## config.mk

```make
export PLATFORM = sky130hd
export DESIGN_NAME = mux81_scan_ctrl
export DESIGN_NICKNAME = d
export VERILOG_FILES = /design/src/rtl/mux81_scan_ctrl.sv
export SDC_FILE = /design/constraint.sdc
export NUM_CORES = 1
export LEC_CHECK = 0
export ABC_CLOCK_PERIOD_IN_PS = 4600
export CAP_MARGIN = 5
export CORE_UTILIZATION = 51
export CTS_BUF_LIST = sky130_fd_sc_hd__clkbuf_16
export DETAILED_ROUTE_END_ITERATION = 6
export PLACE_DENSITY = 0.84
export SLEW_MARGIN = 20
export SYNTH_ARGS = -nofsm -noshare
export SYNTH_HDL_FRONTEND = slang
export SYNTH_SLANG_ARGS = --single-unit
```

## constraint.sdc

```tcl
create_clock -name i_clk -period 4.6 [get_ports i_clk]
set_clock_uncertainty 0.1 [all_clocks]
set_input_delay 0.92 -clock i_clk [delete_from_list [all_inputs] [get_ports i_clk]]
set_output_delay 0.92 -clock i_clk [all_outputs]
set_load 0.01 [all_outputs]
```

## src/rtl/mux81_scan_ctrl.sv

```systemverilog
// Sequential scanner for an 8-to-1 mux: steps the select lines, samples Y into an 8-bit word, and returns it over valid/ready.
// Optional Y/W complement checker enabled by defining MUX81_SCAN_CHECK_EN.
module mux81_scan_ctrl #(
  parameter int unsigned SETTLE_CYC = 1
) (
  input  logic       i_clk,
  input  logic       i_rst,
  input  logic       i_start,
  output logic [2:0] o_sel,
  output logic       o_enb,
  input  logic       i_y_in,
  input  logic       i_w_in,
  output logic [7:0] o_word,
  output logic       o_word_valid,
  input  logic       i_word_ready,
  output logic       o_busy,
  output logic       o_err,
  output logic [7:0] o_err_cnt
);

  typedef enum logic [1:0] {
    S_IDLE   = 2'd0,
    S_SETTLE = 2'd1,
    S_SAMPLE = 2'd2,
    S_DONE   = 2'd3
  } state_t;

  localparam logic [3:0] LP_SETTLE_LAST = (SETTLE_CYC == 0) ? 4'd0 : 4'(SETTLE_CYC - 1);
  // With no settle time every channel goes straight to its sample cycle.
  localparam state_t LP_FIRST = (SETTLE_CYC == 0) ? S_SAMPLE : S_SETTLE;

  state_t     r_state;
  logic [2:0] r_sel;
  logic [3:0] r_cnt;
  logic [7:0] r_word;

  state_t     w_state_next;
  logic [2:0] w_sel_next;
  logic [3:0] w_cnt_next;
  logic [7:0] w_word_next;

  // NOTE: every signal gets a default before the case so no path leaves one unassigned, which would infer a latch.
  always_comb begin
    w_state_next = r_state;
    w_sel_next   = r_sel;
    w_cnt_next   = r_cnt;
    w_word_next  = r_word;
    case (r_state)
      S_IDLE: begin
        if (i_start) begin
          w_state_next = LP_FIRST;
          w_sel_next   = 3'd0;
          w_cnt_next   = 4'd0;
        end
      end
      S_SETTLE: begin
        if (r_cnt == LP_SETTLE_LAST) begin
          w_state_next = S_SAMPLE;
          w_cnt_next   = 4'd0;
        end else begin
          w_cnt_next = r_cnt + 4'd1;
        end
      end
      S_SAMPLE: begin
        w_word_next[r_sel] = i_y_in;
        if (r_sel != 3'd7) begin
          w_sel_next   = r_sel + 3'd1;
          w_state_next = LP_FIRST;
        end else begin
          w_state_next = S_DONE;
        end
      end
      S_DONE: begin
        if (i_word_ready) begin
          w_sel_next   = 3'd0;
          w_cnt_next   = 4'd0;
          w_state_next = i_start ? LP_FIRST : S_IDLE;
        end
      end
      default: w_state_next = S_IDLE;
    endcase
  end

  // NOTE: sequential state uses non-blocking assignments so all registers update together on the edge.
  always_ff @(posedge i_clk or posedge i_rst) begin
    if (i_rst) begin
      r_state <= S_IDLE;
      r_sel   <= 3'd0;
      r_cnt   <= 4'd0;
      r_word  <= 8'd0;
    end else begin
      r_state <= w_state_next;
      r_sel   <= w_sel_next;
      r_cnt   <= w_cnt_next;
      r_word  <= w_word_next;
    end
  end

  // Outputs decode straight from state so reset drives them without waiting for an edge.
  assign o_sel        = r_sel;
  assign o_word       = r_word;
  assign o_enb        = (r_state == S_IDLE) || (r_state == S_DONE);
  assign o_word_valid = (r_state == S_DONE);
  assign o_busy       = (r_state != S_IDLE);

`ifdef MUX81_SCAN_CHECK_EN
  logic       r_err;
  logic [7:0] r_err_cnt;

  always_ff @(posedge i_clk or posedge i_rst) begin
    if (i_rst) begin
      r_err     <= 1'b0;
      r_err_cnt <= 8'd0;
    end else if ((r_state == S_SAMPLE) && (i_y_in !== ~i_w_in)) begin
      r_err <= 1'b1;
      if (r_err_cnt != 8'hFF) r_err_cnt <= r_err_cnt + 8'd1;
    end else begin
      r_err <= 1'b0;
    end
  end

  assign o_err     = r_err;
  assign o_err_cnt = r_err_cnt;
`else
  logic w_unused_w_in;
  assign w_unused_w_in = i_w_in;
  assign o_err         = 1'b0;
  assign o_err_cnt     = 8'd0;
`endif

endmodule

```

After elaboration in Yosys (flattened, before gate mapping)
Cells that the tools add are included.
{ "classes": {"order_cmp": 2, "n_addsub": 2, "muxes": 17, "reduce_logical": 10, "n_eq_ne": 8} }
{ "ops": {"columns": ["op", "n"], "rows": [
  ["$mux 4", 3],
  ["$pmux 4 s3", 1],
  ["$mux 3", 3],
  ["$pmux 3 s3", 1],
  ["$bwmux 8", 1],
  ["$mux 2", 4],
  ["$pmux 2 s4", 1],
  ["$ne 2x2->1 const B", 3],
  ["$reduce_and 3->1", 2],
  ["$reduce_bool 3->1", 2],
  ["$add 4x1->4 const B", 1],
  ["$eq 2x2->1 const B", 2],
  ["$logic_not 4->1", 1],
  ["$lt 3x4->1 const B", 1],
  ["$reduce_and 4->1", 1],
  ["$add 3x1->3 const B", 1],
  ["$demux 1 s3", 1],
  ["$ge 3x1->1 const B", 1],
  ["$ne 3x3->1 const B", 1],
  ["$eq 2x1->1 const B", 1],
  ["$logic_not 2->1", 1],
  ["$mux 1", 2],
  ["$ne 2x1->1 const B", 1],
  ["$reduce_bool 2->1", 1],
  ["2 further kinds", 2]
]} }
{ "totals": {"elab_cells": 43, "reg_bits": 17, "out_inout_bits": 23, "inputBits": 6} }

Logic depth before layout (Yosys ltp)
{ "depth": {"ltp_word": 5, "mapped_depth": 6} }

Worst setup path after synthesis
OpenSTA, ideal clock, no wires.
{ "synth_timing": {"kind": "register -> output", "startpoint": "reg r_state[0]", "endpoint": "out o_enb", "t_arrival_ns": 0.887, "path_stages_with_launch": 4, "required_ns": 3.580, "slack_ns": 2.693, "cell_sequence": "dfrtp_1 inv_1 ha_1 inv_1"} }
{ "synth_between": {"elab_chain_len": 2, "elab_cells_between_ends": 3, "cone_classes": "1 x eq/ne; 2 x reduce/logical"} }
{ "synth_rtl": {"columns": ["element", "line_no", "rtl"], "rows": [
  ["from (decl)", "32", "state_t r_state;"],
  ["from (signal assigned)", "92", "r_state <= w_state_next;"],
  ["$eq 2x2->1 or $logic_not 2->1 (tied branches)", "102", "assign o_enb = (r_state == S_IDLE) || (r_state == S_DONE);"],
  ["$logic_or 1x1->1 (*)", "102", null],
  ["to (decl)", "10", "output logic o_enb,"]
]} }
Every way passes the cells marked *; elsewhere a longest branch is shown, timed or not.

Worst setup path in the final report
Same ends and word-level chain as after synthesis.

==> run summary <==
Rel. slew slack -> 57.3%
post-layout min period -> 2.74 ns
Vias/cell -> 5.26
fillcell total -> 158
ANT cells -> 0
Crit Path Class -> reg2out
DP Wirelength -> 1360 um
CP startpoint kind -> register
core outline area -> 1960 um^2
Final Util -> 67.2%
P&R area growth vs syn -> 22.7%
share of post-route cells with drive strength above 1 -> 14.5%
reg2reg start -> r_state[0]
first-pass GRT wire length -> 2850 um
clock tree buffer depth -> 2
full die area -> 2290 um^2
Power Density -> 587 nW/um^2
Routability Congestion -> 0.714
Multi-input gate area -> 564 um^2
pin count of the biggest net entering global routing -> 18
Clock Latency Late Sink -> 0.25 ns
CTS Root Cell -> clkbuf_16
critical path data required time -> 3.58 ns
initial antenna violation count -> 0
# resized after CTS -> 0
CTS clk-pin slew, worst paths -> 0.05 ns
share of the synthesized area in the top cell type -> 39.6%
initial core utilization -> 54.7%
Synth cell types -> 29
CTS H-Tree Depth -> 1
vias in the first global route -> 688
nature of the critical path endpoint -> output port
Post-CTS Hold Buffers -> 0
CTS tree -> yes
Slew @ Worst Pin -> 0.640 ns
final net count -> 141
Data arrival, critical path -> 1.72 ns
Post-synth EDFFs -> 0
Top FF cell, synth -> dfrtp_1
setup bufs post-CTS -> 0
initial DRC count -> 17
DRC Markers -> 0
Synth area leader -> dfrtp_1
num rows -> 16
status -> finished clean
static leakage -> 0.591 nW
unrepaired setup endpoints after global routing -> no
min-delay src -> o_word[6]
Pre-antenna DRT Iters -> 4
final hold vios -> 0
ranking of synthesized cells by area -> dfrtp_1 (40%), ha_1 (12%), mux2_2 (8.4%)
asr flop ratio synth -> 100%
IO Pins -> 29
global route overflow -> 0
die width -> 47.9 um
Mean Syn Cell Area -> 10.1 um^2
fin crit share -> 59.5%
final WL -> 1930 um
Num CTS Buffers -> 3
synth warn -> 0
register area -> 425 um^2
top-count cell post-synth -> dfrtp_1
Setup TNS Final -> 0 ns
fmax -> 365 MHz
WL/cell -> 12.8 um
Seq cells post-synth -> 17
cell area after synthesis -> 1070 um^2
CP max FO -> 7
antenna viol nets, final -> 0
PortBufs -> 18
max cap viols -> 0
Final Max Slew Viols -> 0
clk sink count -> 17
Post-Syn Instances -> 106
Critical path origin -> r_state[0]
Peak supply drop -> 384 uV
Hold Path Class -> reg2reg
Setup Viol. Count Final -> 0
All-Layer GR Usage -> 18.0%
chip height -> 47.9 um
via count -> 795
post-synthesis sequential area ratio -> 39.6%
synth cell count leaders -> dfrtp_1 (17), ha_1 (10), buf_4 (9)
==> final timing paths <==
path / slack (ns) / to / cells past startpoint
setup / recovery: 1.86 / o_enb / 4
setup reg to reg: 2.54 / o_word[1] / 5
hold reg to reg: 0.40 / o_word[6] / 1
max in group asynchronous: 3.03 / r_cnt[0] / 2
hold / removal: 0.40 / o_word[6] / 1
min in group asynchronous: 0.96 / o_word[6] / 2
==> through the flow <==
| stage | cells | hold WS (ns) | total power [W] | area, um^2 | worst slack [ns] |
|---|---|---|---|---|---|
| after floorplan | 114 | 0.373 | 0.000460 | 1100 | 2.69 |
| after global placement | 147 | 0.389 | 0.000584 | 1240 | 2.15 |
| after detailed placement | 147 | 0.399 | 0.000600 | 1240 | 2.13 |
| after CTS | 151 | 0.407 | 0.000777 | 1320 | 1.85 |
| after global routing | 151 | 0.430 | 0.000828 | 1320 | 1.78 |
| final | 151 | 0.403 | 0.000773 | 1320 | 1.86 |
==> logic make-up (layout without fill, tap and decap cells) <==
family,Yosys count,after routing,synth area share (%)
AO/OA/AOI/OAI,23,23,15.7
adder cells (fa/ha/maj),10,10,11.7
buffers and inverters,21,31,10.6
flip-flops,17,17,39.6
multiplexers,8,8,8.39
other,1,9,0.349
AND/OR/NAND/NOR,26,26,13.6
==> routing by layer <==
| layer | vias up | part of all wire [%] | track usage, % |
|---|---|---|---|
| met5 | - | 0 | 0 |
| met2 | 18 | 50 | 29.2 |
| met3 | 2 | 2.4 | 4.53 |
| met1 | 384 | 47 | 22.4 |
| li1 | 391 | - | - |
| met4 | 0 | 0.52 | 8.33 |
==> cells in the final DEF, fill, tap and decap left out, drive strengths merged, types with 2 or more instances in the layout <==
cell	n
clkdlybuf4s50	18
dfrtp	17
ha	10
conb	9
inv	9
mux2	8
o21ai	8
nand2	6
o31ai	5
nand2b	4
a31oi	4
a22o	3
clkbuf	3
nor2	2
nand3	2
and2	2
nand4b	2
or2	2
nor3b	2
==> layout make-up <==
cell class,instances,area share (%)
multi-input combinational,76,42.8
sequential,17,32.3
timing repair buffer,18,13.7
clock buffer,3,5.70
inverter,9,2.56
tap,27,2.56
clock inverter,1,0.380
==> sequential cells by signal (all words and copies together) (netlist names) <==
| register | count |
|---|---|
| o_sel | 3 |
| o_word | 8 |
| r_cnt | 4 |
| r_state | 2 |
==> where the power goes <==
part           internal, W  switching (W)
registers         0.000192      0.0000514
clock network     0.000116      0.0000558
logic             0.000186       0.000172
==> critical path, stage by stage (launching register included) <==
cell and delay [ns]:
dfrtp_1 0.45, inv_1 0.11, ha_1 0.30, inv_1 0.07, clkdlybuf4s50_1 0.53
(Power assumes the default switching activity.)
